<file path="config.mk">
export PLATFORM = sky130hd
export DESIGN_NAME = mem_sched
export DESIGN_NICKNAME = d
export VERILOG_FILES = /design/src/rtl/mem_sched_pkg.sv /design/src/rtl/mem_sched_fifo.sv /design/src/rtl/mem_sched.sv
export SDC_FILE = /design/constraint.sdc
export NUM_CORES = 1
export LEC_CHECK = 0
export ABC_AREA = 0
export BUFFER_PORTS_ARGS = -buffer_cell sky130_fd_sc_hd__buf_2
export CAP_MARGIN = 40
export CORE_ASPECT_RATIO = 1.2
export CORE_UTILIZATION = 40
export DETAILED_ROUTE_END_ITERATION = 10
export PLACE_DENSITY_LB_ADDON = 0.25
export SLEW_MARGIN = 0
export SYNTH_ARGS = -nofsm -noshare
export SYNTH_HDL_FRONTEND = slang
export SYNTH_HIERARCHICAL = 1
export SYNTH_SLANG_ARGS = --single-unit
</file>
<file path="constraint.sdc">
create_clock -name clk -period 13.7 [get_ports clk]
set_input_delay 1.37 -clock clk [delete_from_list [all_inputs] [get_ports clk]]
set_output_delay 1.37 -clock clk [all_outputs]
set_load 0.01 [all_outputs]
</file>
<file path="src/rtl/mem_sched_pkg.sv">
// mem_sched_pkg: shared definitions for the in-order memory sequencer.
//   sched_state_e : sequencer FSM encoding (IDLE, ISSUE, WAIT, DRAIN)
//   mem_op_t      : queue entry {is_store, tag, adr, data} at the default
//                   widths (tag 5, address 32, data 32)
//   op_width()    : packed width of a queue entry for arbitrary widths
package mem_sched_pkg;

  localparam int MS_TAG_W  = 5;
  localparam int MS_ADDR_W = 32;
  localparam int MS_DATA_W = 32;

  typedef enum logic [1:0] {
    ST_IDLE  = 2'd0,
    ST_ISSUE = 2'd1,
    ST_WAIT  = 2'd2,
    ST_DRAIN = 2'd3
  } sched_state_e;

  typedef struct packed {
    logic                 is_store;
    logic [MS_TAG_W-1:0]  tag;
    logic [MS_ADDR_W-1:0] adr;
    logic [MS_DATA_W-1:0] data;
  } mem_op_t;

  function automatic int op_width(input int tag_w, input int adr_w, input int data_w);
    return 1 + tag_w + adr_w + data_w;
  endfunction

endpackage

</file>
<file path="src/rtl/mem_sched_fifo.sv">
// mem_sched_fifo: generic DEPTH-entry circular FIFO with an internal
// occupancy count.
// Ports:
//   clk, rst   : clock, synchronous active-high reset
//   clear      : drop all entries (head = tail = count = 0)
//   push, din  : write din at tail (ignored when full or clearing)
//   pop        : advance head (ignored when empty or clearing)
//   dout       : entry at head (valid when !empty)
//   full/empty : derived from the registered count
module mem_sched_fifo #(
  parameter int WIDTH = 8,
  parameter int DEPTH = 4
) (
  input  logic             clk,
  input  logic             rst,
  input  logic             clear,
  input  logic             push,
  input  logic             pop,
  input  logic [WIDTH-1:0] din,
  output logic [WIDTH-1:0] dout,
  output logic             full,
  output logic             empty
);

  localparam int PW = $clog2(DEPTH);
  localparam int CW = PW + 1;
  localparam logic [CW-1:0] FULL_CNT = CW'(DEPTH);

  logic [WIDTH-1:0] mem [DEPTH];
  logic [PW-1:0]    head;
  logic [PW-1:0]    tail;
  logic [CW-1:0]    count;
  logic             do_push;
  logic             do_pop;

  assign full    = (count == FULL_CNT);
  assign empty   = (count == '0);
  assign do_push = push && !full;
  assign do_pop  = pop && !empty;
  assign dout    = mem[head];

  // DEPTH is a power of two, so pointer wrap is the natural overflow.
  always_ff @(posedge clk) begin
    if (rst || clear) begin
      head  <= '0;
      tail  <= '0;
      count <= '0;
    end else begin
      if (do_push) tail <= tail + 1'b1;
      if (do_pop)  head <= head + 1'b1;
      case ({do_push, do_pop})
        2'b10:   count <= count + 1'b1;
        2'b01:   count <= count - 1'b1;
        default: ;
      endcase
    end
  end

  // Storage carries no reset; entries are only read once counted valid.
  always_ff @(posedge clk) begin
    if (do_push && !clear) mem[tail] <= din;
  end

endmodule

</file>
<file path="src/rtl/mem_sched.sv">
// mem_sched: in-order load/store sequencer owning the single ram port.
// Memory ops are queued in program order and issued one at a time using
// the ram start/busy handshake; each completion is broadcast for one cycle.
// Ports:
//   clk, rst                      : clock, synchronous active-high reset
//   enq_valid/enq_ready           : op offer / queue has room
//   enq_is_store, enq_tag,
//   enq_adr, enq_data             : op fields (data ignored for loads)
//   flush                         : discard queued ops, suppress completion
//   mem_start, mem_write,
//   mem_adr, mem_in               : ram request (start is a 1-cycle pulse)
//   mem_out, mem_busy             : ram read data / access in progress
//   res_valid, res_tag,
//   res_is_store, res_data        : completion pulse; fields held until next
// Optional build macro MEM_SCHED_PERF_EN adds perf_loads, perf_stores and
// perf_stall counters (32-bit, wrapping, cleared only by rst).
module mem_sched
  import mem_sched_pkg::*;
#(
  parameter int DEPTH  = 4,
  parameter int TAG_W  = 5,
  parameter int ADDR_W = 32,
  parameter int DATA_W = 32
) (
  input  logic              clk,
  input  logic              rst,
  input  logic              enq_valid,
  output logic              enq_ready,
  input  logic              enq_is_store,
  input  logic [TAG_W-1:0]  enq_tag,
  input  logic [ADDR_W-1:0] enq_adr,
  input  logic [DATA_W-1:0] enq_data,
  input  logic              flush,
  output logic              mem_start,
  output logic              mem_write,
  output logic [ADDR_W-1:0] mem_adr,
  output logic [DATA_W-1:0] mem_in,
  input  logic [DATA_W-1:0] mem_out,
  input  logic              mem_busy,
  output logic              res_valid,
  output logic [TAG_W-1:0]  res_tag,
  output logic              res_is_store,
  output logic [DATA_W-1:0] res_data
`ifdef MEM_SCHED_PERF_EN
  ,
  output logic [31:0]       perf_loads,
  output logic [31:0]       perf_stores,
  output logic [31:0]       perf_stall
`endif
);

  localparam int OP_W = op_width(TAG_W, ADDR_W, DATA_W);

  typedef struct packed {
    logic              is_store;
    logic [TAG_W-1:0]  tag;
    logic [ADDR_W-1:0] adr;
    logic [DATA_W-1:0] data;
  } op_t;

  op_t              enq_op;
  op_t              head_op;
  logic             q_full;
  logic             q_empty;
  logic             push;
  sched_state_e     state;
  sched_state_e     state_nxt;
  logic             issue_latch;
  logic             complete;
  logic [TAG_W-1:0] cur_tag;

  assign enq_op.is_store = enq_is_store;
  assign enq_op.tag      = enq_tag;
  assign enq_op.adr      = enq_adr;
  assign enq_op.data     = enq_data;

  // Readiness comes from the registered count only, so a full queue refuses
  // an offer even in the cycle its head is popped.
  assign enq_ready = !q_full;
  assign push      = enq_valid && enq_ready && !flush;

  // The head stays queued while its access is in flight; it is popped on
  // completion, so a flush during an access discards it too.
  mem_sched_fifo #(
    .WIDTH (OP_W),
    .DEPTH (DEPTH)
  ) u_fifo (
    .clk   (clk),
    .rst   (rst),
    .clear (flush),
    .push  (push),
    .pop   (complete),
    .din   (enq_op),
    .dout  (head_op),
    .full  (q_full),
    .empty (q_empty)
  );

  always_ff @(posedge clk) begin
    if (rst) state <= ST_IDLE;
    else     state <= state_nxt;
  end

  always_comb begin
    state_nxt   = state;
    issue_latch = 1'b0;
    complete    = 1'b0;
    unique case (state)
      ST_IDLE: begin
        if (!q_empty && !flush) begin
          issue_latch = 1'b1;
          state_nxt   = ST_ISSUE;
        end
      end
      ST_ISSUE: begin
        state_nxt = flush ? ST_DRAIN : ST_WAIT;
      end
      ST_WAIT: begin
        // A zero-latency ram never raises busy, so this can be the first cycle.
        if (flush) begin
          state_nxt = ST_DRAIN;
        end else if (!mem_busy) begin
          complete  = 1'b1;
          state_nxt = ST_IDLE;
        end
      end
      ST_DRAIN: begin
        // The abandoned access must still finish before the port is reused.
        if (!mem_busy) state_nxt = ST_IDLE;
      end
      default: state_nxt = ST_IDLE;
    endcase
  end

  assign mem_start = (state == ST_ISSUE);

  // Request register: loaded from the queue head when leaving IDLE.
  always_ff @(posedge clk) begin
    if (rst) begin
      mem_write <= 1'b0;
      mem_adr   <= '0;
      mem_in    <= '0;
      cur_tag   <= '0;
    end else if (issue_latch) begin
      mem_write <= head_op.is_store;
      mem_adr   <= head_op.adr;
      mem_in    <= head_op.data;
      cur_tag   <= head_op.tag;
    end
  end

  // Completion register: one-cycle valid, fields held until the next one.
  always_ff @(posedge clk) begin
    if (rst) begin
      res_valid    <= 1'b0;
      res_tag      <= '0;
      res_is_store <= 1'b0;
      res_data     <= '0;
    end else begin
      res_valid <= complete;
      if (complete) begin
        res_tag      <= cur_tag;
        res_is_store <= mem_write;
        res_data     <= mem_write ? '0 : mem_out;
      end
    end
  end

`ifdef MEM_SCHED_PERF_EN
  always_ff @(posedge clk) begin
    if (rst) begin
      perf_loads  <= '0;
      perf_stores <= '0;
      perf_stall  <= '0;
    end else begin
      if (res_valid && !res_is_store) perf_loads  <= perf_loads + 32'd1;
      if (res_valid && res_is_store)  perf_stores <= perf_stores + 32'd1;
      if (enq_valid && !enq_ready)    perf_stall  <= perf_stall + 32'd1;
    end
  end
`endif

endmodule

</file>
---- Word-level counts from Yosys, hierarchy flattened ----
Memory sizes are Yosys's and may differ from the RTL's. A register that Yosys moved wholly into a read port is not among the register bits.
Index checks and enable logic that the tools add are counted.
storage, ports and cells
  word-level logic and storage cells ...... 47
  register bits ........................... 48
  output and inout bits ................... 106
  bits in writable memories ............... 280
  bits in read-only memories .............. 0
  memories kept ........................... 1
  input port bits ......................... 107
  latch bits .............................. 0
memories
  name        words  width  read ports  clocked after memory_dff  wr ports  RTL line              text
  u_fifo.mem  4      70     1           1                         1         mem_sched_fifo.sv:29  logic [WIDTH-1:0] mem [DEPTH];
operators by class
  eq/ne operators ......................... 7
  add/sub/neg operators ................... 4
  mux-type cells .......................... 14
  multipliers ............................. 0
  shift-type cells ........................ 0
  magnitude comparators ................... 0
  bitwise operators ....................... 0
  reductions and logical operators ........ 13
  div/mod/pow operators ................... 0
operator list
  operator               count
  $mux W32               1
  $mux W1                8
  $pmux W2 S4            1
  $eq A2 B2 Y1 const B   3
  $logic_and A1 B1 Y1    6
  $mux W2                3
  $pmux W3 S2            1
  $add A2 B1 Y2 const B  2
  $eq A2 B1 Y1 const B   2
  $add A3 B1 Y3 const B  1
  $eq A3 B3 Y1 const B   1
  $logic_not A1 Y1       3
  $logic_not A3 Y1       1
  $sub A3 B1 Y3 const B  1
  $logic_not A2 Y1       1
  $ne A2 B2 Y1 const B   1
  $reduce_bool A2 Y1     1
  $logic_or A1 B1 Y1     1

---- Logic depth before layout (Yosys ltp) ----
Gate-level depths: netlist of run 1.
  depth after elaboration ................. 8
  mapped depth ............................ 12
  gate-level depth less buffers ........... 10

---- By module ----
Netlist of run 1, hierarchy kept.
modules (own cells, without submodules)
  module          instances  area an instance (um2)  cells each
  mem_sched_fifo  1          10652.7                 421
  mem_sched       1          3958.8                  490

---- Least setup slack after synthesis of run 1 ----
OpenSTA, ideal clock, no wires.
  path type ............................... input to register
  start point ............................. in flush
  end point ............................... mem u_fifo/mem[1][0] in the netlist's numbering, enable pin
  buffers on the path ..................... 0
  setup slack ............................. 6.038 ns
  arrival ................................. 7.063 ns
  cell stages on the path ................. 3
  cells stage by stage .................... nor3b_1 nand2_1 nor3b_1
on the way
  cells in the longest elaborated chain, start to end .. 6
RTL lines
  item                             RTL line                               text
  from (decl)                      mem_sched.sv:33                        input logic flush,
  $logic_not A1 Y1 *               mem_sched_fifo.sv:61, mem_sched.sv:80
  $logic_and A1 B1 Y1              mem_sched.sv:80                        assign push = enq_valid && enq_ready && !flush;
  $logic_and A1 B1 Y1              mem_sched_fifo.sv:38                   assign do_push = push && !full;
  $logic_and A1 B1 Y1 *            mem_sched_fifo.sv:61                   if (do_push && !clear) mem[tail] <= din;
  $mux W1 *                        mem_sched_fifo.sv:61
  $mux W1 (not written as such) *  mem_sched_fifo.sv:61
  to (decl)                        mem_sched_fifo.sv:29
Mark *: on every way between the ends. The rest lies on a longest branch, timed or not.

---- Worst setup path in the final report of run 1 ----
  start point ............................. in flush
  end point ............................... reg u_fifo.count[2]
on the way
  cells in the longest elaborated chain, start to end .. 5
  elaborated cells on any way between the ends .. 11
  classes of those cells .................. eq/ne: 2; mux: 3; reduce/logical: 6
RTL lines
  item                                                      RTL line              text
  $mux W1 *                                                 mem_sched.sv:120      if (flush) begin
  $mux W1 *                                                 mem_sched.sv:108      unique case (state)
  $logic_and A1 B1 Y1 *                                     mem_sched_fifo.sv:39  assign do_pop = pop && !empty;
  net u_fifo.do_pop                                         mem_sched_fifo.sv:34  logic do_pop;
  $eq A2 B1 Y1 / $eq A2 B2 Y1 (equally long branches)       mem_sched_fifo.sv:51  case ({do_push, do_pop})
  $pmux W3 S2 / $reduce_bool A2 Y1 (equally long branches)  -
  to (signal assigned)                                      mem_sched_fifo.sv:52  2'b10: count <= count + 1'b1;
  to (signal assigned)                                      mem_sched_fifo.sv:53  2'b01: count <= count - 1'b1;
  to (decl)                                                 mem_sched_fifo.sv:32  logic [CW-1:0] count;
Mark *: on every way through the listed nets, which the timed path passes. The rest lies on a longest branch.
A chain may end at the register's enable or synchronous reset.

==> flow_summary.json, run 1 <==
{
  "num_rows": 76,
  "clockBufferDepth": 3,
  "fin_crit_ns": 3.70,
  "synthToLayoutAreaGrowth_pct": 19.4,
  "endpoint_kind": "flop",
  "netlist_area_um2": 14600,
  "synth_seq_cells": 400,
  "post-route-util": 0.485,
  "final.setup_skew_ns": 0.0191,
  "max_slew_margin": 0.435,
  "powerDensity_nw_per_um2": 140,
  "cts_tree": "built",
  "critPathKind": "in -> reg",
  "postSynthCellCount": 911,
  "ios": 213,
  "grt_pass1_wl_um": 46000,
  "design.core.area_um2": 35900,
  "finalInstanceArea_um2": 17400,
  "outcome": "complete, no violations",
  "synth.distinct_cells": 32,
  "h-tree-depth": 2,
  "hold_viol_final": 0,
  "whs_ns": 0.447,
  "initial_core_util": 0.407,
  "io_buffers": 212,
  "drt_iter0_drc": 443,
  "synth_area_leaders": "edfxtp_1, dfxtp_1, mux4_2, nand2_1, a21oi_1",
  "ant_nets": 0,
  "r2r_setup_slack_ns": 10.46,
  "cts_buffers": 41,
  "drive_gt1_frac": 0.320,
  "wl_um": 30000,
  "leakage_nw": 5.99,
  "finalSetupViolCount": 0,
  "clock_sinks": 400,
  "highest_layer": "met5",
  "setup-tns-final_ns": 0,
  "syn_nets": 1024,
  "clkLatencyLatePin_ns": 0.54,
  "fmax_mhz": 270,
  "wl_met2_um": 14700,
  "ir_drop_v": 0.0000858,
  "num_vias": 8157,
  "root_buffer": "clkbuf_16",
  "fin_crit_sh": 0.270,
  "worstSetupEndpoint": "u_fifo/count[2]$_SDFFE_PP0P_",
  "antenna_found_initial": 6,
  "crit_fanout": 40,
  "final_cell_mix": "edfxtp_1, buf_2, nand2_1",
  "slew_violations": 0,
  "synth_area_per_cell_um2": 16.0,
  "m1WireLength_um": 13000,
  "crit_path_start": "flush",
  "required_ns": 14.16,
  "vias_per_cell": 5.01,
  "ys_async_sr_fraction": 0,
  "post_cts_buffers": 0,
  "holdCritPathClass": "reg -> reg",
  "grt_pass1_vias": 8184,
  "firstDrtPassIters": 4,
  "clk_pin_slew_worst_paths_ns": 0.06,
  "yosysTopAreaCellShare": 0.575,
  "arrival_ns": 4.16,
  "wl_per_cell_um": 18.4,
  "ys.flop_type": "edfxtp_1",
  "layout_commonest_cell": "edfxtp_1",
  "grt_overflow": 0,
  "worstMarginPinSlew_ns": 0.847,
  "reg2reg_from": "u_fifo/count[2]$_SDFFE_PP0P_",
  "grt_max_degree": 71,
  "die_h_um": 211,
  "synth_edf_count": 280,
  "startpoint_type": "input pin",
  "timing.rr.end": "u_fifo/mem[1][61]$_DFFE_PP_",
  "hpwlAfterDp_um": 17600,
  "seq_area_frac_synth": 0.740,
  "drc": 0,
  "rsz0062_at_grt": "false",
  "cap_violations": 0,
  "die_x_um": 176,
  "r2r_cells": 7,
  "track_usage": 0.162,
  "hold_buffers": 0,
  "gp_congestion": 0.774,
  "dieArea_um2": 37300,
  "yosys.area.top_type": "edfxtp_1",
  "wl_met3_um": 1810,
  "dpl-instance-area_um2": 16100,
  "cts_resized": 0,
  "yosysWarnings": 6,
  "nets": 1239
}
cell families after synthesis:
group                    share of synthesized area
AO/OA/AOI/OAI                               0.0426
AND/OR/NAND/NOR                             0.0748
adder cells (fa/ha/maj)                    0.00565
buffers and inverters                       0.0275
flip-flops                                   0.740
multiplexers                                 0.108
XOR/XNOR                                   0.00180
where the power goes:
part           leakage (nW)  total [mW]  internal (mW)  switching [mW]
combinational          1.85      0.0652         0.0256          0.0397
sequential             3.50        1.31           1.30         0.00486
clock                 0.641        1.07          0.627           0.442
total                  5.99        2.44           1.96           0.486
sequential cells by signal, indices dropped and copies added (netlist names), named ones only:
signal / flops
u_fifo/mem: 280
mem_adr: 32
mem_in: 32
res_data: 32
cur_tag: 5
res_tag: 5
u_fifo/count: 3
state: 2
u_fifo/head: 2
u_fifo/tail: 2
mem_write: 1
res_is_store: 1
res_valid: 1
how the worst min path moves through the flow:
stage	start	endpoint	slack [ns]	depth (start not counted)
2_1_floorplan	cur_tag[0]$_SDFFE_PP0P_	res_tag[0]$_SDFFE_PP0P_	0.43	2
3_3_place_gp	res_data[26]$_SDFFE_PP0P_	res_data[26]$_SDFFE_PP0P_	0.44	2
3_5_place_dp	res_data[28]$_SDFFE_PP0P_	res_data[28]$_SDFFE_PP0P_	0.44	2
4_1_cts	res_data[28]$_SDFFE_PP0P_	res_data[28]$_SDFFE_PP0P_	0.45	2
5_1_grt	res_data[18]$_SDFFE_PP0P_	res_data[18]$_SDFFE_PP0P_	0.46	2
6_report	res_data[18]$_SDFFE_PP0P_	res_data[18]$_SDFFE_PP0P_	0.45	2
layout make-up:
type	count	area, µm²
Antenna cell	2	5.00
Fill cell	3125	18500
Multi-Input combinational cell	444	3430
Timing Repair Buffer	228	1250
Clock inverter	15	110
Clock buffer	61	1200
Tap cell	468	586
Inverter	11	42.5
Sequential cell	400	10800
metal layers:
metal / global-route usage / vias to the layer above
li1: - / 3833
met1: 0.208 / 4060
met2: 0.272 / 216
met3: 0.0395 / 42
met4: 0.0476 / 6
met5: 0 / -
synth_stat cells, drive strengths merged, types with 2 or more instances:
master	number
o21ai	5
inv	10
clkbuf	35
nand3	2
nor2	6
mux4	70
a21oi	116
xor2	3
nand3b	32
dfxtp	120
edfxtp	280
buf	21
or3	3
nor3b	5
nand2	186
ha	5
worst max-delay path, cell delays in order:
cell     delay [ns]
buf_2          0.20
or4b_1         0.53
inv_2          0.52
o31ai_1        0.22
inv_1          0.10
ha_1           0.17
inv_1          0.06
fa_1           0.37
xor2_1         0.16
or3_1          0.30
a21oi_1        0.14
through the flow:
stage          setup slack [ns]  std cells  power (mW)
6_report                  10.00       1629        2.44
5_1_grt                    9.82       1629        2.53
3_3_place_gp               9.38       1547        1.40
3_5_place_dp               9.45       1551        1.40
2_1_floorplan              6.04        911        1.36
4_1_cts                   10.01       1627        2.48
Power figures use the tool's default switching activity.
==> run 2: changes to the inputs <==
- clock period: 13.7 -> 3.03 ns (I/O delays scaled with it)
==> flow_summary.json, run 2 (synthesized netlist as in run 1, its figures left out) <==
{
  "cts_buffers": 40,
  "clkLatencyLatePin_ns": 0.54,
  "num_vias": 8496,
  "ff_latch_area_um2": 10800,
  "hpwlAfterDp_um": 18100,
  "final.setup_skew_ns": 0.0113,
  "clock_sinks": 400,
  "setup-tns-final_ns": 0,
  "arrival_ns": 2.97,
  "crit_top_cell": "inv_1",
  "grt_pass1_wl_um": 47800,
  "ir_drop_v": 0.000414,
  "root_buffer": "clkbuf_16",
  "cts_tree": "built",
  "finalSetupViolCount": 0,
  "outcome": "complete, no violations",
  "ios": 213,
  "dieArea_um2": 37300,
  "grt_pass1_vias": 8594,
  "die_x_um": 176,
  "clockBufferDepth": 3,
  "wl_per_cell_um": 18.2,
  "synthToLayoutAreaGrowth_pct": 24.5,
  "multi_input_area_um2": 3480,
  "cts_resized": 0,
  "vias_per_cell": 5.02,
  "fmax_mhz": 399,
  "grt_use_met2": 0.293,
  "final_cell_mix": "edfxtp_1, buf_2, nand2_1",
  "gp_congestion": 0.742,
  "hold_buffers": 68,
  "clk_pin_slew_worst_paths_ns": 0.06,
  "fin_crit_ns": 2.51,
  "grt.met3_usage": 0.0357,
  "fin_crit_sh": 0.828,
  "whs_ns": 0.0211,
  "drt_iter0_drc": 473,
  "critPathKind": "reg -> reg",
  "seq_power_share": 0.542,
  "nets": 1308,
  "leakage_nw": 6.28,
  "track_usage": 0.168,
  "design.core.area_um2": 35900,
  "required_ns": 3.49,
  "preCtsSetupSlack_ns": 0.530,
  "grt_overflow": 0,
  "pwr-share-clk": 0.423,
  "holdCritPathClass": "in -> reg",
  "wl_um": 30900,
  "crit_fanout": 8,
  "ant_nets": 0,
  "io_buffers": 212,
  "p_switching_mw": 2.18,
  "largest_register_ffs": 280,
  "drive_gt1_frac": 0.301,
  "num_rows": 76,
  "drc": 0,
  "fillers": 3099,
  "switching_share": 0.200,
  "cap_violations": 0,
  "p_int_mw": 8.74,
  "setup_ws_ns": 0.521,
  "die_h_um": 211,
  "layout_commonest_cell": "edfxtp_1",
  "hold_viol_final": 0,
  "firstDrtPassIters": 4,
  "worstMarginPinSlew_ns": 0.859,
  "antenna_found_initial": 1,
  "slowest_delay_ns": 0.61,
  "top_register": "u_fifo/mem",
  "post_cts_buffers": 0,
  "pwr-share-comb": 0.035,
  "path_cells": "or4b_1, inv_2, o31ai_1, inv_1, ha_1, inv_1, fa_1, xor2_1, or3_1, a21oi_1",
  "busiest_layer": "met2",
  "slew_violations": 0,
  "rsz0062_at_grt": "false",
  "powerDensity_nw_per_um2": 600,
  "initial_core_util": 0.407,
  "crit_slowest_cell": "or4b_1",
  "grt_max_degree": 71,
  "startpoint_type": "flop",
  "gr-usage-met1": 0.208,
  "max_slew_margin": 0.426,
  "endpoint_kind": "flop",
  "h-tree-depth": 2
}
-- run 2: path summary, 6_finish.rpt --
check                                                from                            to  slack (ns)  depth (start not counted)
worst max-delay path                state[0]$_SDFFE_PP0P_  u_fifo/count[2]$_SDFFE_PP0P_        0.52                         10
worst min-delay path                          enq_data[7]    u_fifo/mem[1][7]$_DFFE_PP_        0.02                          1
worst max register to register      state[0]$_SDFFE_PP0P_  u_fifo/count[2]$_SDFFE_PP0P_        0.52                         10
worst min register to register  res_data[24]$_SDFFE_PP0P_     res_data[24]$_SDFFE_PP0P_        0.44                          2
-- run 2: worst max-delay path, delay by kind of cell, from the launching register on --
kind	cells	cell delay (ns)
compound gates	2	0.23
xor+xnor	1	0.15
fa+ha+maj	2	0.53
buf+inv	3	0.21
flops	1	0.39
simple gates	2	0.91
-- run 2: layer usage --
layer | share of wire | wire (µm) | vias up
met1 | 0.42 | 13000 | 4269
met2 | 0.50 | 15400 | 216
met3 | 0.057 | 1770 | 50
met4 | 0.024 | 728 | 0
li1 | - | - | 3961
met5 | 0 | 0 | -
-- run 2: power groups by stage --
stage	logic, mW	clock network [mW]	registers (mW)
after detailed placement	0.315	0	6.04
after CTS	0.389	4.76	5.92
final	0.381	4.62	5.92
after global routing	0.418	4.96	5.92
after global placement	0.308	0	6.04
after floorplan	0.122	0	6.05
-- run 2: layout make-up --
type / count / area share
flip-flops and latches: 400 / 0.595
multi-input cells: 444 / 0.191
repair buffers: 298 / 0.112
clock buffers: 58 / 0.0616
well taps: 468 / 0.0322
clock inverters: 14 / 0.00578
inverters: 11 / 0.00255
diodes: 1 / 0.000138
-- run 2: per-stage QoR --
step	utilization	instances	area [µm²]	power (mW)
after floorplan	-	911	14700	6.17
after global placement	0.453	1553	16300	6.34
after detailed placement	0.453	1553	16300	6.35
after CTS	0.506	1693	18200	11.1
after global routing	0.506	1694	18200	11.3
final	0.506	1694	18200	10.9
